$ cat src/rtl/uart_receiver.sv
// uart_receiver
//   Receive side of the UART link. Deserialises 8N1 frames (start bit 0,
//   eight data bits with data[0] first on the wire, stop bit 1) and presents
//   each good byte with a one-cycle strobe.
//
// Ports
//   clk          system clock, rising edge
//   rst          synchronous active-high reset
//   uart_rx      serial line, asynchronous, idles high
//   data[0:7]    last good byte; data[0] is the first data bit received
//   data_valid   one-cycle pulse when data updates
//   frame_error  one-cycle pulse when the stop bit samples low
//   busy         high whenever the receiver is not idle
module uart_receiver #(
  parameter  int CLKS_PER_BIT = 1,
  localparam int HALF         = (CLKS_PER_BIT - 1) / 2
) (
  input  logic       clk,
  input  logic       rst,
  input  logic       uart_rx,
  output logic [0:7] data,
  output logic       data_valid,
  output logic       frame_error,
  output logic       busy
);

  // Bit-period counter width; keep at least one bit for CLKS_PER_BIT == 1.
  localparam int CW = (CLKS_PER_BIT > 1) ? $clog2(CLKS_PER_BIT) : 1;
  localparam logic [CW-1:0] HALF_C = CW'(HALF);
  localparam logic [CW-1:0] LAST_C = CW'(CLKS_PER_BIT - 1);

  typedef enum logic [1:0] {
    IDLE  = 2'd0,
    START = 2'd1,
    DATA  = 2'd2,
    STOP  = 2'd3
  } state_t;

  state_t        state, state_nxt;
  logic [CW-1:0] cnt, cnt_nxt;
  logic [2:0]    bit_idx, idx_nxt;
  logic [0:7]    shift, shift_nxt;
  logic [0:7]    data_nxt;
  logic          dv_nxt, fe_nxt;

  // Two-flop synchroniser. Both stages reset to the idle level so a reset
  // never looks like a start bit.
  logic sync1, rx_s;

  always_ff @(posedge clk) begin
    if (rst) begin
      sync1 <= 1'b1;
      rx_s  <= 1'b1;
    end else begin
      sync1 <= uart_rx;
      rx_s  <= sync1;
    end
  end

  // State and output registers. busy is registered from the next state so it
  // tracks state exactly, without a cycle of lag.
  always_ff @(posedge clk) begin
    if (rst) begin
      state       <= IDLE;
      cnt         <= '0;
      bit_idx     <= '0;
      shift       <= '0;
      data        <= '0;
      data_valid  <= 1'b0;
      frame_error <= 1'b0;
      busy        <= 1'b0;
    end else begin
      state       <= state_nxt;
      cnt         <= cnt_nxt;
      bit_idx     <= idx_nxt;
      shift       <= shift_nxt;
      data        <= data_nxt;
      data_valid  <= dv_nxt;
      frame_error <= fe_nxt;
      busy        <= (state_nxt != IDLE);
    end
  end

  always_comb begin
    state_nxt = state;
    cnt_nxt   = cnt;
    idx_nxt   = bit_idx;
    shift_nxt = shift;
    data_nxt  = data;
    dv_nxt    = 1'b0;
    fe_nxt    = 1'b0;

    case (state)
      // The first low sample is cycle 0 of the start bit.
      IDLE: begin
        if (!rx_s) begin
          if (CLKS_PER_BIT == 1) begin
            // The whole start bit was that one cycle.
            state_nxt = DATA;
            cnt_nxt   = '0;
            idx_nxt   = '0;
          end else begin
            state_nxt = START;
            cnt_nxt   = CW'(1);
          end
        end
      end

      // Confirm the start bit at mid-bit. With HALF == 0 cnt never equals
      // HALF here, because the IDLE sample already was the mid-bit sample.
      START: begin
        cnt_nxt = cnt + 1'b1;
        if (cnt == HALF_C && rx_s) begin
          state_nxt = IDLE;
          cnt_nxt   = '0;
        end else if (cnt == LAST_C) begin
          state_nxt = DATA;
          cnt_nxt   = '0;
          idx_nxt   = '0;
        end
      end

      DATA: begin
        if (cnt == HALF_C)
          shift_nxt[bit_idx] = rx_s;
        if (cnt == LAST_C) begin
          cnt_nxt = '0;
          if (bit_idx == 3'd7)
            state_nxt = STOP;
          else
            idx_nxt = bit_idx + 1'b1;
        end else begin
          cnt_nxt = cnt + 1'b1;
        end
      end

      // Leave at mid-stop so the tail of the stop bit is spent in IDLE; a
      // start bit right behind the stop bit is then caught on its cycle 0.
      STOP: begin
        if (cnt == HALF_C) begin
          state_nxt = IDLE;
          cnt_nxt   = '0;
          if (rx_s) begin
            data_nxt = shift;
            dv_nxt   = 1'b1;
          end else begin
            fe_nxt = 1'b1;
          end
        end else begin
          cnt_nxt = cnt + 1'b1;
        end
      end

      default: begin
        state_nxt = IDLE;
        cnt_nxt   = '0;
      end
    endcase
  end

endmodule

$ cat config.mk
export PLATFORM = sky130hd
export DESIGN_NAME = uart_receiver
export DESIGN_NICKNAME = d
export VERILOG_FILES = /design/src/rtl/uart_receiver.sv
export SDC_FILE = /design/constraint.sdc
export NUM_CORES = 1
export LEC_CHECK = 0
export ABC_AREA = 1
export CORE_MARGIN = 1.5
export CORE_UTILIZATION = 41
export DETAILED_ROUTE_END_ITERATION = 8
export PLACE_DENSITY = 0.62
export SYNTH_ARGS = -nofsm -noshare
export SYNTH_HDL_FRONTEND = slang
export SYNTH_SLANG_ARGS = --single-unit
export TNS_END_PERCENT = 10
$ cat constraint.sdc
create_clock -name clk -period 1.1 [get_ports clk]
set_input_delay 0.11 -clock clk [delete_from_list [all_inputs] [get_ports clk]]
set_output_delay 0.11 -clock clk [all_outputs]
set_load 0.05 [all_outputs]
==> results of run 1 <==
## cell usage after synthesis, drive strengths merged
library cell	instances	area share, %
nor2	37	15
dfxtp	25	52
nand2	20	8.0
inv	12	4.7
o21ai	9	4.7
a21oi	8	4.1
nand3	8	4.1
or2	3	1.9
buf	2	1.7
ha	2	2.6
nor3	2	1.0
## worst register-to-register path, stage by stage, from the launching register on
cell	delay, ns
dfxtp_2	0.36
ha_4	0.16
ha_4	0.16
inv_2	0.06
nand3_2	0.09
a21oi_2	0.14
nor2_1	0.06
## metrics by stage
step	area [sq um]	util, %
final	1430	64.6
after CTS	1370	62.0
after global placement	1300	58.8
after global routing	1430	64.6
after floorplan	977	-
after detailed placement	1300	58.8
## worst min-delay path by stage
stage / from / endpoint / slack (ns)
after global placement: sync1 / rx_s / 0.40
after floorplan: uart_rx / sync1 / 0.21
final: uart_rx / sync1 / 0.36
after global routing: uart_rx / sync1 / 0.34
after CTS: uart_rx / sync1 / 0.36
after detailed placement: sync1 / rx_s / 0.40
## state kept, by name, indices dropped and copies added, names as in the netlist
| signal | cells |
|---|---|
| data | 8 |
| shift | 8 |
| bit_idx | 3 |
| busy | 1 |
| data_valid | 1 |
| frame_error | 1 |
| rx_s | 1 |
| state | 1 |
| sync1 | 1 |
## kinds of logic (layout without fill, tap and decap cells)
group | count (synthesis) | after routing
compound gates | 17 | 17
fa+ha+maj | 2 | 2
buf+inv | 14 | 37
flops | 25 | 25
simple gates | 70 | 70
## power groups by stage
stage | Combinational [mW] | Sequential, mW | Clock, mW
floorplan | 0.0505 | 0.952 | 0
global placement | 0.0959 | 0.945 | 0
detailed placement | 0.0982 | 0.945 | 0
CTS | 0.104 | 0.927 | 0.400
global route | 0.118 | 0.932 | 0.452
finish | 0.108 | 0.929 | 0.389
## cell type report
class | count | area, sq um | area share [%]
Clock buffer | 4 | 26.3 | 1.84
Inverter | 12 | 50.0 | 3.50
Multi-Input combinational cell | 89 | 488 | 34.2
Sequential cell | 25 | 509 | 35.6
Tap cell | 28 | 35.0 | 2.45
Timing Repair Buffer | 21 | 320 | 22.4
## layer usage
layer | up-vias | track usage (%)
met3 | 4 | 3.45
li1 | 454 | -
met1 | 385 | 20.7
met5 | - | 0
met4 | 0 | 5.26
met2 | 15 | 28.0
## timing repair
item,CTS,global route
hold buffers,0,0
hold endpoints to repair,0,0
pin swaps,1,7
setup endpoints to repair,6,19
buffers inserted,1,0
gates resized for setup,8,21
==> results_dict.tcl, run 1 <==
set metrics [dict create \
    yosysWarnings 0 \
    tritoncts "built" \
    synth_area_sq_um 967 \
    wl_met3_microns 64 \
    gr-total-overflow 0 \
    vias 858 \
    seq_area_frac_synth_pct 51.7 \
    n_fill_cell 195 \
    synth_top_family_by_area "simple AND/OR/NAND/NOR gates" \
    synth_cell_types 16 \
    cpMaxStageDelayCell "dfxtp_2" \
    drc 0 \
    required_ns 1.32 \
    cpLargestDelayFamily "flip-flops" \
    synthCells 128 \
    relSlewSlack_pct 86.6 \
    crit_chain "ha_4 > ha_4 > inv_2 > nand3_2 > a21oi_2 > nor2_1" \
    cap_violations 0 \
    grtUsageTotal_pct 16.4 \
    rsz0062_at_grt "yes" \
    coreArea_sq_um 2210 \
    die_h_microns 51.6 \
    nets 157 \
    grt_max_degree 18 \
    routed_wl_microns 1910 \
    p_seq_share_pct 65.2 \
    place_inst 174 \
    vias_per_cell 4.79 \
    final_cell_mix "30 x nor2_1, 20 x dfxtp_1, 18 x nand2_1" \
    synth_mux_area_share_pct 0 \
    fin_crit_sh_pct 101 \
    max-clock-path-buffers 2 \
    p_comb_share_pct 7.5 \
    final_common_cell "nor2_1" \
    ff2ff_path_depth 6 \
    r2r-start "bit_idx[0]" \
    post_route_cells_drive_above_1_share_pct 33.1 \
    syn-mean-instance-area_sq_um 7.56 \
    holdWs_ns 0.358 \
    cts_buffers 3 \
    cts.htree.levels 1 \
    status "complete, but fails checks" \
    globalplace.congestion 0.754 \
    clock_tree.root_cell "clkbuf_4" \
    n_antenna_cell 0 \
    slew_violations 0 \
    tns_ns -0.0143 \
    dp_slack_ns -0.120 \
    synth-simple-area-share_pct 30.5 \
    p_total_mw 1.43 \
    syn-num-nets 133 \
    antenna_found_initial 0 \
    fin_ws_ns -0.0143 \
    start_util_pct 43.7 \
    firstDrtPassIters 4 \
    critPathKind "reg2reg" \
    min_period_ns 1.11 \
    p_switching_uw 320 \
    hold_depth 2 \
    yosys.area_share.xor_xnor_pct 0 \
    clk-insertion-delay-late_ns 0.31 \
    timing.fmax_ghz 0.897 \
    endpoint_kind "flop" \
    syn_to_final_growth_pct 47.7 \
    worst_pin_slew_ns 0.201 \
    crit_path_start_kind "flop" \
    wl_per_cell_microns 10.7 \
    wl_met2_microns 903 \
    vdd_drop_max_mv 0.746 \
    endpoint "bit_idx[0]" \
    drt_iter0_markers 11 \
    dp_hpwl_microns 1330 \
    cts.clk_slew.worst_paths_ns 0.13 \
    critPathBufInv 1 \
    rrSetupSlack_ns -0.01 \
    cpMostUsedCell "ha_4" \
    powerDensity_nw_per_um2 998 \
    grt_pass1_wl_microns 3280 \
    synth_compound_area_share_pct 8.80 \
    cpPeakStageDelay_ns 0.36 \
    synthAdderAreaFrac_pct 2.59 \
    setup_viol 1 \
    violations "negative setup slack" \
    intPower_mw 1.11 \
    fin_skew_ns 0.00648 \
    ys_seq_elements 25 \
    instances_no_fill 179 \
    switching_share_pct 22.4 \
    hold_class "in2reg" \
    p_leak_nw 0.608 \
    clkPwrFrac_pct 27.3 \
    num_rows 17 \
    cts.sinks 25 \
    final-hold-violation-count 0 \
    die_width_microns 51.6 \
    critPathLaunch "bit_idx[0]" \
    crit_cells 6 \
    cp_max_fo 3 \
    io_pins 14 \
    wl_met1_microns 926 \
    drt.antenna.violating_nets 0 \
    r2r-end "bit_idx[0]" \
    io_buffer_count 13 \
    cp.arrival_ns 1.33 \
    top_layer_used "met4" \
    grt_pass1_vias 804 \
    dieArea_sq_um 2660 \
]
No activity file was read; power rests on OpenSTA's default activity.
==> run 2: changes to the inputs <==
REMOVE_ABC_BUFFERS = 1   (was unset)
==> run 2 against run 1 <==
Non-clock buffer count rose by 2. The flow still finishes with violations (negative setup slack). Utilization fell by 1.5 points. Sequential share of layout area up 0.77 points. First-iteration DRC count down 36%. Sequential cell count is the same. Power grew 1.1%. Highest routed layer unchanged. Global-route usage increased by 0.59 points. Largest power group unchanged.
==> results_dict.tcl, run 2 (synthesized netlist as in run 1, its figures left out) <==
set metrics [dict create \
    status "complete, but fails checks" \
    violations "negative setup slack" \
    firstDrtPassIters 4 \
    tritoncts "built" \
    instances_no_fill 181 \
    max-clock-path-buffers 2 \
    drt_iter0_markers 7 \
    place_inst 177 \
    drt.antenna.violating_nets 0 \
    grt_pass1_vias 824 \
    cpPeakStageDelay_ns 0.37 \
    hold_class "in2reg" \
    n_antenna_cell 0 \
    top_layer_used "met4" \
    die_width_microns 51.6 \
    wl_met2_microns 953 \
    io_buffer_count 13 \
    antenna_found_initial 0 \
    dp_hpwl_microns 1400 \
    critPathKind "reg2reg" \
    required_ns 1.33 \
    wl_met1_microns 921 \
    setup_viol 2 \
    grt_pass1_wl_microns 3400 \
    final_cell_mix "34 x nor2_1, 21 x dfxtp_1, 19 x nand2_1" \
    rsz0062_at_grt "yes" \
    cp_max_fo 4 \
    fin_crit_sh_pct 101 \
    routed_wl_microns 1960 \
    critPathLaunch "bit_idx[0]" \
    crit_path_start_kind "flop" \
    vias_per_cell 4.60 \
    tns_ns -0.0216 \
    endpoint_kind "flop" \
    cts.htree.levels 1 \
    wl_met3_microns 56 \
    dp_slack_ns -0.0855 \
    gr-total-overflow 0 \
    grt_max_degree 15 \
    grtUsageTotal_pct 17.0 \
    coreArea_sq_um 2210 \
    drc 0 \
    powerDensity_nw_per_um2 1030 \
    biggestRegsByFlops "data x8, shift x8, bit_idx x3" \
    clock_tree.root_cell "clkbuf_4" \
    cp.arrival_ns 1.34 \
    holdCritStartpoint "uart_rx" \
    fin_skew_ns 0.00424 \
    p_leak_nw 0.600 \
    io_pins 14 \
    vdd_drop_max_mv 0.773 \
    dieArea_sq_um 2660 \
    cts_buffers 3 \
    r2r-start "bit_idx[0]" \
    finish.instance_area_sq_um 1400 \
    crit_chain "buf_4 > nand3_1 > nor2_1 > nand2_1 > nand2_1 > nor2_1" \
    syn_to_final_growth_pct 44.2 \
    cap_violations 0 \
    postPlaceCellArea_sq_um 1300 \
    final-hold-violation-count 0 \
    worst_pin_slew_ns 0.184 \
    fin_ws_ns -0.0134 \
    start_util_pct 43.7 \
    die_h_microns 51.6 \
    holdWs_ns 0.338 \
    slew_violations 0 \
    cts.sinks 25 \
    post_route_cells_drive_above_1_share_pct 29.4 \
    timing.fmax_ghz 0.898 \
    vias 832 \
    wl_per_cell_microns 10.8 \
    post_cts.repair.setup_buffers 0 \
    min_period_ns 1.11 \
    clk-insertion-delay-late_ns 0.32 \
    nets 159 \
    cpMaxStageDelayCell "dfxtp_2" \
    cts.clk_slew.worst_paths_ns 0.13 \
    num_rows 17 \
    relSlewSlack_pct 87.7 \
    globalplace.congestion 0.817 \
    final_common_cell "nor2_1" \
]
## run 2: cell types whose count changed in the layout (fill, tap and decap cells not counted), sizes merged
cell / delta
buf: +2
clkbuf: -1
clkinv: +1
## run 2: final timing paths
kind,endpoint,cells after the start,slack (ns)
hold / removal,sync1,2,0.34
hold reg to reg,rx_s,1,0.43
setup reg to reg,shift[3],6,-0.01
setup / recovery,shift[3],6,-0.01
## run 2: layer usage
layer  GRT usage [%]  vias up
li1                -      452
met1            20.4      363
met2            30.1       13
met3            2.87        4
met4            6.58        0
met5               0        -
## run 2: critical path, delay by kind of cell, from the launching register on
kind / cells / cell delay [ns]
buffers and inverters: 1 / 0.14
DFF: 1 / 0.37
and+or+nand+nor: 5 / 0.52
## run 2: report_power, final
group | internal [mW] | switching, mW | leakage [nW]
Combinational | 0.0514 | 0.0587 | 0.378
Clock | 0.136 | 0.270 | 0.0177
Sequential | 0.916 | 0.00996 | 0.204
## run 2: layout make-up
class / count / area (sq um)
clock inverter: 1 / 5.00
multi-input combinational: 89 / 460
inverter: 12 / 45.0
tap: 28 / 35.0
clock buffer: 3 / 22.5
fill: 196 / 817
timing repair buffer: 23 / 319
sequential: 25 / 508
## run 2: repair_timing
| action | 4_1_cts | 5_1_grt |
|---|---|---|
| endpoints found under the hold margin | 0 | 0 |
| gates cloned | 0 | 0 |
| pin swaps | 3 | 1 |
| resized for setup | 12 | 6 |
| endpoints found under the setup margin | 12 | 13 |
| hold buffers | 0 | 0 |
## run 2: stage by stage
| stage | util, % | total power [mW] |
|---|---|---|
| finish | 63.1 | 1.44 |
| global route | 63.1 | 1.51 |
| CTS | 62.0 | 1.45 |
| detailed placement | 58.8 | 1.05 |
| global placement | 58.8 | 1.04 |
| floorplan | - | 0.993 |
